File: src/rtl/dec_scan_arbiter_pkg.sv
// dec_arb_pkg: shared sizes and FSM state type for the decoder scan arbiter.
//   N_REQ  - number of requesters sharing the 3-to-8 decoder
//   IDX_W  - width of a requester index / decoder select
//   CNT_W  - width of the hold and gap counters
package dec_arb_pkg;
    localparam int N_REQ = 8;
    localparam int IDX_W = 3;
    localparam int CNT_W = 4;

    typedef enum logic [1:0] {
        IDLE  = 2'd0,
        GRANT = 2'd1,
        GAP   = 2'd2
    } state_t;
endpackage

File: src/rtl/dec_scan_arbiter_if.sv
// dec_scan_arbiter_if: request side and decoder side of the scan arbiter.
//   req    - request vector, bit i = requester i
//   lock   - hold-extend request from the current owner
//   dec_E  - decoder enable
//   dec_In - decoder select (granted index)
//   grant  - one-hot grant, decoder function of dec_E/dec_In
//   busy   - arbiter not idle
// master drives requests, slave (the arbiter) drives the decoder controls.
import dec_arb_pkg::*;

interface dec_scan_arbiter_if;
    logic [N_REQ-1:0] req;
    logic             lock;
    logic             dec_E;
    logic [IDX_W-1:0] dec_In;
    logic [N_REQ-1:0] grant;
    logic             busy;

    modport master (output req, output lock,
                    input dec_E, input dec_In, input grant, input busy);
    modport slave  (input req, input lock,
                    output dec_E, output dec_In, output grant, output busy);
endinterface

File: src/rtl/dec_scan_arbiter_rr_pick.sv
// rr_pick: combinational rotating-priority encoder.
//   req   - request vector
//   ptr   - index with highest priority this round
//   valid - at least one request set
//   idx   - first set bit found searching ptr, ptr+1, ... modulo N_REQ
import dec_arb_pkg::*;

module rr_pick (
    input  logic [N_REQ-1:0] req,
    input  logic [IDX_W-1:0] ptr,
    output logic             valid,
    output logic [IDX_W-1:0] idx
);
    logic [IDX_W-1:0] cand;

    // Scan from the farthest offset down so the nearest hit to ptr is the
    // last assignment and therefore wins.
    always_comb begin
        valid = 1'b0;
        idx   = '0;
        cand  = '0;
        for (int i = N_REQ - 1; i >= 0; i--) begin
            cand = ptr + IDX_W'(i);
            if (req[cand]) begin
                valid = 1'b1;
                idx   = cand;
            end
        end
    end
endmodule

File: src/rtl/dec_scan_arbiter.sv
// dec_scan_arbiter: round-robin arbiter sharing one 3-to-8 decoder among
// 8 requesters. Each tenure is bounded to HOLD_MAX cycles and followed by
// GAP_CYC guard cycles with the decoder disabled plus one arbitration cycle.
// Ports:
//   clka - system clock, rising edge
//   rst  - synchronous active-high reset
//   bus  - slave side of dec_scan_arbiter_if (req, lock in; dec_E, dec_In,
//          grant, busy out)
// Optional build macro DEC_ARB_LOCK_EN: when defined, an owner that holds
// lock high at the end of its tenure keeps the grant until lock or its
// request drops. When undefined, lock is ignored and HOLD_MAX is strict.
import dec_arb_pkg::*;

module dec_scan_arbiter #(
    parameter int HOLD_MAX = 4,
    parameter int GAP_CYC  = 1
) (
    input logic                clka,
    input logic                rst,
    dec_scan_arbiter_if.slave  bus
);
    state_t           state_q, state_d;
    logic             dec_e_q, dec_e_d;
    logic [IDX_W-1:0] dec_in_q, dec_in_d;
    logic [IDX_W-1:0] ptr_q, ptr_d;
    logic [CNT_W-1:0] hold_cnt_q, hold_cnt_d;
    logic [CNT_W-1:0] gap_cnt_q, gap_cnt_d;

    logic             pick_valid;
    logic [IDX_W-1:0] pick_idx;
    logic             owner_req;
    logic             at_limit;
    logic             extend;

    rr_pick u_pick (
        .req   (bus.req),
        .ptr   (ptr_q),
        .valid (pick_valid),
        .idx   (pick_idx)
    );

    assign owner_req = bus.req[dec_in_q];
    assign at_limit  = (hold_cnt_q == CNT_W'(HOLD_MAX - 1));

`ifdef DEC_ARB_LOCK_EN
    assign extend = at_limit && bus.lock && owner_req;
`else
    assign extend = 1'b0;
`endif

    always_comb begin
        state_d    = state_q;
        dec_e_d    = dec_e_q;
        dec_in_d   = dec_in_q;
        ptr_d      = ptr_q;
        hold_cnt_d = hold_cnt_q;
        gap_cnt_d  = gap_cnt_q;
        case (state_q)
            IDLE: begin
                if (pick_valid) begin
                    dec_in_d   = pick_idx;
                    dec_e_d    = 1'b1;
                    hold_cnt_d = '0;
                    state_d    = GRANT;
                end
            end
            GRANT: begin
                if (!owner_req || (at_limit && !extend)) begin
                    dec_e_d    = 1'b0;
                    ptr_d      = dec_in_q + IDX_W'(1);
                    hold_cnt_d = '0;
                    gap_cnt_d  = '0;
                    state_d    = (GAP_CYC > 0) ? GAP : IDLE;
                end else if (!at_limit) begin
                    // At the limit only an extended tenure gets here; the
                    // counter then saturates.
                    hold_cnt_d = hold_cnt_q + CNT_W'(1);
                end
            end
            GAP: begin
                if (gap_cnt_q == CNT_W'(GAP_CYC - 1)) begin
                    gap_cnt_d = '0;
                    state_d   = IDLE;
                end else begin
                    gap_cnt_d = gap_cnt_q + CNT_W'(1);
                end
            end
            default: state_d = IDLE;
        endcase
    end

    always_ff @(posedge clka) begin
        if (rst) begin
            state_q    <= IDLE;
            dec_e_q    <= 1'b0;
            dec_in_q   <= '0;
            ptr_q      <= '0;
            hold_cnt_q <= '0;
            gap_cnt_q  <= '0;
        end else begin
            state_q    <= state_d;
            dec_e_q    <= dec_e_d;
            dec_in_q   <= dec_in_d;
            ptr_q      <= ptr_d;
            hold_cnt_q <= hold_cnt_d;
            gap_cnt_q  <= gap_cnt_d;
        end
    end

    assign bus.dec_E  = dec_e_q;
    assign bus.dec_In = dec_in_q;
    assign bus.grant  = dec_e_q ? (N_REQ'(1) << dec_in_q) : '0;
    assign bus.busy   = (state_q != IDLE);
endmodule

File: src/flat_wrapper.sv
// flat-port wrapper written by rule: the top's interface ports become plain ports
module dec_scan_arbiter_flat 
#(
    parameter int HOLD_MAX = 4,
    parameter int GAP_CYC  = 1
)
  (clka, rst, bus_req, bus_lock, bus_dec_E, bus_dec_In, bus_grant, bus_busy);
  dec_scan_arbiter_if bus_i ();
  input logic clka;
  input logic rst;
  input wire logic [$bits(bus_i.req)-1:0] bus_req;
  input wire logic [$bits(bus_i.lock)-1:0] bus_lock;
  output wire logic [$bits(bus_i.dec_E)-1:0] bus_dec_E;
  output wire logic [$bits(bus_i.dec_In)-1:0] bus_dec_In;
  output wire logic [$bits(bus_i.grant)-1:0] bus_grant;
  output wire logic [$bits(bus_i.busy)-1:0] bus_busy;
  assign bus_i.req = bus_req;
  assign bus_i.lock = bus_lock;
  assign bus_dec_E = bus_i.dec_E;
  assign bus_dec_In = bus_i.dec_In;
  assign bus_grant = bus_i.grant;
  assign bus_busy = bus_i.busy;
  dec_scan_arbiter #(.HOLD_MAX(HOLD_MAX), .GAP_CYC(GAP_CYC)) u_core (.clka(clka), .rst(rst), .bus(bus_i));
endmodule
File: config.mk
export PLATFORM = sky130hd
export DESIGN_NAME = dec_scan_arbiter_flat
export DESIGN_NICKNAME = d
export VERILOG_FILES = /design/src/rtl/dec_scan_arbiter_pkg.sv /design/src/rtl/dec_scan_arbiter_if.sv /design/src/rtl/dec_scan_arbiter_rr_pick.sv /design/src/rtl/dec_scan_arbiter.sv /design/src/flat_wrapper.sv
export SDC_FILE = /design/constraint.sdc
export NUM_CORES = 1
export LEC_CHECK = 0
export ABC_AREA = 1
export CAP_MARGIN = 40
export CORE_MARGIN = 1
export CORE_UTILIZATION = 51
export CTS_BUF_LIST = sky130_fd_sc_hd__clkbuf_2 sky130_fd_sc_hd__clkbuf_4 sky130_fd_sc_hd__clkbuf_8
export DETAILED_ROUTE_END_ITERATION = 6
export DONT_BUFFER_PORTS = 1
export GPL_TIMING_DRIVEN = 0
export PLACE_DENSITY = 0.64
export SYNTH_ARGS = -nofsm -noshare
export SYNTH_HDL_FRONTEND = slang
export SYNTH_SLANG_ARGS = --single-unit
File: constraint.sdc
create_clock -name clka -period 2.5 [get_ports clka]
set_input_delay 0.25 -clock clka [delete_from_list [all_inputs] [get_ports clka]]
set_output_delay 0.25 -clock clka [all_outputs]
set_load 0.05 [all_outputs]
==> reports/results.ini, run 1 <==
[routing]
vias_per_cell = 5.33
routed_wl_mm = 3.98
drt-pass1-iter-count = 4
drc = 0
drt_iter0_drc = 89
ant_nets = 0
vias = 1646
wl_per_cell_microns = 12.9

[global_route]
overflow = 0
grt_first_pass_wirelength_mm = 6.19
antenna_found_initial = 0
grt_max_degree = 11
grt_usage = 0.226
grt_pass1_vias = 1389

[sta]
drv_slew = 0
rsz0062_at_grt = no
holdWs_ns = 0.0974
worst_slack_ns = 0.135
max_clock_freq_mhz = 423
clock_skew_ns = 0.00806
hold_violations = 0
fin_crit_sh = 0.946
relSlewSlack = 0.410
min_period_ns = 2.36
setup_viol = 0
tns_ns = 0
worst_pin_slew_ns = 0.882

[worst_setup_path]
crit_family = simple AND/OR/NAND/NOR gates
required_ns = 2.67
worstSetupStartpoint = u_core.ptr_q[0]$_SDFFE_PP0P_
crit_chain = buf_6 > inv_4 > buf_12 > ha_1 > buf_2 > inv_4 > nand3_2 > nand3_2 > nand2_4 > nor2_4 > nand3_4 > nand2_2 > inv_2 > nor2_1 > nor2_1
path_max_fanout = 10
start_kind = flip-flop
rr_worst_depth = 15
worstPathArrival_ns = 2.54
setup.worst_path.end_class = flip-flop
r2r_start = u_core.ptr_q[0]$_SDFFE_PP0P_
critPathKind = reg2reg
r2r_end = u_core.state_q[0]$_SDFFE_PP0P_
critPathBufInv = 6
rrSetupSlack_ns = 0.14
slowest_stage = dfxtp_1
slowest_delay_ns = 0.36

[die]
coreArea_sq_mm = 0.00334
dieArea_sq_mm = 0.00372
die_x_microns = 61.0
initial_core_util = 0.531
die_h_microns = 61.0
row_count = 21
pin_count = 24

[hold_path]
hp-start = rst
whs_path_depth = 2
holdPathEnd = u_core.gap_cnt_q[0]$_SDFFE_PP0P_
hold_path.class = in2reg

[cts]
h-tree-depth = 1
cts_tree = built
cts_resized = 0
cts_sinks = 17
clk-insertion-delay-late_ns = 0.30
root_buffer = clkbuf_4
cts_buffers = 3
post_cts_buffers = 0
cts_hold_buffers = 0
clock_path_buffers = 2
path_clk_slew_ns = 0.10

[cells_and_area]
area_growth_pct = 5.86
fin_nets = 286
regArea_sq_um = 342
drive_gt1_frac = 0.240
finalInstanceArea_sq_mm = 0.00188
final_core_utilization = 0.562
diodes = 0
layout_common_cells = 59 x nand2_1, 26 x inv_1, 22 x nor2_1, 22 x nand3_1, 19 x nand3_2
final_common_cell = nand2_1
fillers = 343
multi_input_area_sq_mm = 0.00127

[yosys]
avgSynthCellArea_sq_um = 6.85
synth-edff-count = 0
synthDistinctLibCells = 32
synth_fp_nets = 281
synthCells = 259
synth_ff_type = dfxtp_1
ys_warn_count = 0
synth_area_sq_mm = 0.00177
ys_ff_latch = 17
yosysSeqAreaShare = 0.192
postSynth.asyncResetShare = 0

[run]
maxCapViolCount = 0

[power_and_ir_drop]
ir_drop_mv = 0.554
p_leak_nw = 0.867
p_per_area_mw_per_mm2 = 1330

[placement]
dp.final_hpwl_mm = 3.13
port_buffers = 0
place_area_sq_mm = 0.00183
globalplace.congestion = 0.872
pre_cts_slack_ns = 0.102

[status]
status = finished, final reports clean

## flip-flops by register name, summed over array words and instances, names as in the netlist
| register | cells |
|---|---|
| u_core.gap_cnt_q | 4 |
| u_core.hold_cnt_q | 4 |
| u_core.bus.dec_In | 3 |
| u_core.ptr_q | 3 |
| u_core.state_q | 2 |
| u_core.bus.dec_E | 1 |
## worst register-to-register path: cells and delay by family, from the launching register on
kind	cells	cell delay, ns
fa+ha+maj	1	0.29
buf+inv	6	0.73
simple gates	8	0.87
flops	1	0.36
## Yosys cell counts, types with 6 or more instances
library cell / number / share of area
nor2_1: 22 / 0.047
dfxtp_1: 17 / 0.19
nand3_1: 25 / 0.071
nand2_1: 59 / 0.12
inv_1: 26 / 0.055
a21oi_1: 17 / 0.048
o21ai_0: 6 / 0.017
nand2_2: 8 / 0.028
nand2_4: 9 / 0.057
ha_1: 11 / 0.078
nand3_2: 16 / 0.090
## metal layers
layer  vias up  GRT usage  routed length (microns)
met5         -          0                        0
met4         0     0.0714                       64
met3         7     0.0213                      136
met2        35      0.383                     1870
met1       747      0.303                     1900
li1        857          -                        -
## worst max-delay path by stage
stage / depth (start not counted) / endpoint
2_1_floorplan: 15 / u_core.bus.dec_In[0]$_SDFFE_PP0P_
3_3_place_gp: 12 / u_core.gap_cnt_q[0]$_SDFFE_PP0P_
3_5_place_dp: 12 / u_core.gap_cnt_q[0]$_SDFFE_PP0P_
4_1_cts: 12 / u_core.gap_cnt_q[0]$_SDFFE_PP0P_
5_1_grt: 15 / u_core.state_q[0]$_SDFFE_PP0P_
6_report: 15 / u_core.state_q[0]$_SDFFE_PP0P_
## stage by stage
step	total power [mW]	std cells
after floorplan	2.00	259
after global placement	2.30	305
after detailed placement	2.31	305
after CTS	2.47	309
after global routing	2.72	309
final	2.50	309
## layout make-up
| cell class | instances | share of cell area |
|---|---|---|
| Clock inverter | 1 | 0.00267 |
| Buffer | 6 | 0.0293 |
| Multi-Input combinational cell | 204 | 0.677 |
| Sequential cell | 17 | 0.182 |
| Tap cell | 46 | 0.0307 |
| Clock buffer | 3 | 0.0120 |
| Inverter | 32 | 0.0667 |
## cells by family after synthesis
logic type	synth area share
AND/OR/NAND/NOR	0.457
AO/OA/AOI/OAI	0.138
buffers and inverters	0.100
flip-flops	0.192
adder cells (fa/ha/maj)	0.0776
XOR/XNOR	0.0346
## where the power goes
part	internal [mW]	switching [mW]	leakage (nW)
Clock	0.0596	0.0903	0.0177
Sequential	0.327	0.146	0.139
Combinational	0.613	1.26	0.710
Total	1.00	1.50	0.867
No activity file was read; power rests on OpenSTA's default activity.
==> inputs of run 2 (changes only) <==
--- a/config.mk
+++ b/config.mk
@@ -9,11 +9,11 @@
 export CAP_MARGIN = 40
 export CORE_MARGIN = 1
 export CORE_UTILIZATION = 51
-export CTS_BUF_LIST = sky130_fd_sc_hd__clkbuf_2 sky130_fd_sc_hd__clkbuf_4 sky130_fd_sc_hd__clkbuf_8
 export DETAILED_ROUTE_END_ITERATION = 6
 export DONT_BUFFER_PORTS = 1
 export GPL_TIMING_DRIVEN = 0
 export PLACE_DENSITY = 0.64
+export REMOVE_ABC_BUFFERS = 1
 export SYNTH_ARGS = -nofsm -noshare
 export SYNTH_HDL_FRONTEND = slang
 export SYNTH_SLANG_ARGS = --single-unit
==> reports/results.ini, run 2 (synthesis results as in run 1) <==
[worst_setup_path]
setup.worst_path.end_class = primary output  ; was flip-flop
rr_worst_depth = 10  ; was 15
r2r_end = u_core.gap_cnt_q[3]$_SDFFE_PP0P_  ; was u_core.state_q[0]$_SDFFE_PP0P_
worstPathArrival_ns = 2.06  ; was 2.54 ns
critPathKind = reg2out  ; was reg2reg
required_ns = 2.25  ; was 2.67 ns
path_max_fanout = 7  ; was 10
crit_chain = ha_1 > inv_1 > nor2_1  ; was buf_6 > inv_4 > buf_12 > ha_1 > buf_2 > inv_4 > nand3_2 > nand3_2 > nand2_4 > nor2_4 > nand3_4 > nand2_2 > inv_2 > nor2_1 > nor2_1
start_kind = flip-flop  ; unchanged
slowest_stage = dfxtp_1  ; unchanged
slowest_delay_ns = 0.78  ; was 0.36 ns
rrSetupSlack_ns = 0.22  ; was 0.14 ns
r2r_start = u_core.bus.dec_In[1]$_SDFFE_PP0P_  ; was u_core.ptr_q[0]$_SDFFE_PP0P_

[power_and_ir_drop]
p_switching_mw = 1.43  ; was 1.50 mW
p_leak_nw = 0.834  ; was 0.867 nW
seqPwrFrac = 0.222  ; was 0.189
p_per_area_mw_per_mm2 = 1300  ; was 1330 mW/mm^2
p_sw_frac = 0.601  ; was 0.599
ir_drop_mv = 0.658  ; was 0.554 mV
p_clk_frac = 0.062  ; was 0.060
power_frac_comb = 0.716  ; was 0.751
p_int_mw = 0.951  ; was 1.00 mW

[routing]
drt-pass1-iter-count = 4  ; unchanged
vias = 1561  ; was 1,646
drt_iter0_drc = 64  ; was 89
drc = 0  ; unchanged
routed_wl_mm = 3.63  ; was 3.98 mm
ant_nets = 0  ; unchanged
vias_per_cell = 5.12  ; was 5.33
wl_per_cell_microns = 11.9  ; was 12.9 microns

[cells_and_area]
diodes = 0  ; unchanged
fin_nets = 282  ; was 286
layout_common_cells = 59 x nand2_1, 26 x inv_1, 25 x nand3_1  ; was 59 x nand2_1, 26 x inv_1, 22 x nor2_1, 22 x nand3_1, 19 x nand3_2
stdcell_count = 305  ; was 309
area_growth_pct = 3.18  ; was 5.86%
reg.largest.list = u_core.gap_cnt_q (4), u_core.hold_cnt_q (4)  ; unchanged
drive_gt1_frac = 0.224  ; was 0.240
final_common_cell = nand2_1  ; unchanged
regArea_sq_um = 344  ; was 342 sq um
multi_input_area_sq_mm = 0.00126  ; was 0.00127 sq mm
fillers = 348  ; was 343

[cts]
cts_tree = built  ; unchanged
h-tree-depth = 1  ; unchanged
path_clk_slew_ns = 0.11  ; was 0.10 ns
post_cts_buffers = 0  ; unchanged
clk-insertion-delay-late_ns = 0.29  ; was 0.30 ns
cts_buffers = 3  ; unchanged
root_buffer = clkbuf_4  ; unchanged
clock_path_buffers = 2  ; unchanged
cts_sinks = 17  ; unchanged

[placement]
pre_cts_slack_ns = -0.000918  ; was 0.102 ns
dpl.cell_count = 299  ; was 305
globalplace.congestion = 0.859  ; was 0.872
dp.final_hpwl_mm = 2.92  ; was 3.13 mm
port_buffers = 0  ; unchanged

[die]
dieArea_sq_mm = 0.00372  ; unchanged
pin_count = 24  ; unchanged
die_h_microns = 61.0  ; unchanged
row_count = 21  ; unchanged
initial_core_util = 0.531  ; unchanged
die_x_microns = 61.0  ; unchanged
coreArea_sq_mm = 0.00334  ; unchanged

[sta]
worst_pin_slew_ns = 0.879  ; was 0.882 ns
relSlewSlack = 0.412  ; was 0.410
tns_ns = 0  ; unchanged
holdWs_ns = 0.0138  ; was 0.0974 ns
rsz0062_at_grt = no  ; unchanged
min_period_ns = 2.31  ; was 2.36 ns
worst_slack_ns = 0.189  ; was 0.135 ns
hold_violations = 0  ; unchanged
max_clock_freq_mhz = 433  ; was 423 MHz
drv_slew = 0  ; unchanged
fin_crit_sh = 0.924  ; was 0.946
setup_viol = 0  ; unchanged
clock_skew_ns = 0.0104  ; was 0.00806 ns

[global_route]
antenna_found_initial = 0  ; unchanged
grt_first_pass_wirelength_mm = 6.04  ; was 6.19 mm
grt_max_degree = 12  ; was 11
grt_pass1_vias = 1320  ; was 1,389
grt_usage = 0.220  ; was 0.226
overflow = 0  ; unchanged

[hold_path]
whs_path_depth = 1  ; was 2
holdPathEnd = u_core.hold_cnt_q[0]$_SDFFE_PP0P_  ; was u_core.gap_cnt_q[0]$_SDFFE_PP0P_
hp-start = rst  ; unchanged
hold_path.class = in2reg  ; unchanged

[status]
status = finished, final reports clean  ; unchanged

[run]
maxCapViolCount = 0  ; unchanged

[run 2: critical path: cells and delay by family, from the launching register on]
family        cells  cell delay (ns)
simple gates      1             0.67
fa+ha+maj         1             0.27
flops             1             0.78
buf+inv           1             0.05
[run 2: cell type report]
cell class,count,area share
Clock buffer,3,0.0123
Clock inverter,1,0.00274
Inverter,32,0.0670
Multi-Input combinational cell,204,0.687
Sequential cell,17,0.188
Tap cell,46,0.0315
Timing Repair Buffer,2,0.0109
[run 2: stage by stage]
step	total power, mW	utilization	instance area (sq um)
floorplan	1.94	-	1720
global placement	2.23	0.532	1780
detailed placement	2.23	0.532	1780
CTS	2.39	0.547	1820
global route	2.63	0.548	1830
finish	2.38	0.548	1830
[run 2: power groups by stage]
stage | logic [mW] | clock network [mW] | registers (mW)
6_report | 1.71 | 0.148 | 0.529
5_1_grt | 1.92 | 0.163 | 0.544
4_1_cts | 1.71 | 0.154 | 0.527
3_5_place_dp | 1.69 | 0 | 0.532
3_3_place_gp | 1.69 | 0 | 0.534
2_1_floorplan | 1.44 | 0 | 0.501
[run 2: metal layers]
layer | vias up | wire length [microns] | GRT usage
met5 | - | 0 | 0
met4 | 0 | 58 | 0.0682
met3 | 7 | 148 | 0.0235
met2 | 25 | 1660 | 0.359
met1 | 682 | 1760 | 0.304
li1 | 847 | - | -
[run 2: worst max path at each step]
| stage | startpoint | to | slack (ns) |
|---|---|---|---|
| 2_1_floorplan | u_core.ptr_q[0]$_SDFFE_PP0P_ | u_core.bus.dec_In[0]$_SDFFE_PP0P_ | 0.36 |
| 3_3_place_gp | u_core.ptr_q[0]$_SDFFE_PP0P_ | u_core.bus.dec_In[0]$_SDFFE_PP0P_ | -0.04 |
| 3_5_place_dp | u_core.ptr_q[0]$_SDFFE_PP0P_ | u_core.bus.dec_In[2]$_SDFFE_PP0P_ | -0.0009 |
| 4_1_cts | u_core.ptr_q[1]$_SDFFE_PP0P_ | u_core.bus.dec_In[0]$_SDFFE_PP0P_ | 0.03 |
| 5_1_grt | u_core.bus.dec_In[1]$_SDFFE_PP0P_ | u_core.gap_cnt_q[2]$_SDFFE_PP0P_ | 0.07 |
| 6_report | u_core.bus.dec_In[1]$_SDFFE_PP0P_ | bus_grant[6] | 0.19 |
[run 2: repair_timing]
action                                  in CTS  in global routing
endpoints found under the setup margin       4                 13
hold buffers                                 2                  0
gates cloned                                 0                  0
hold endpoints to repair                     3                  0
resized for setup                            1                  3
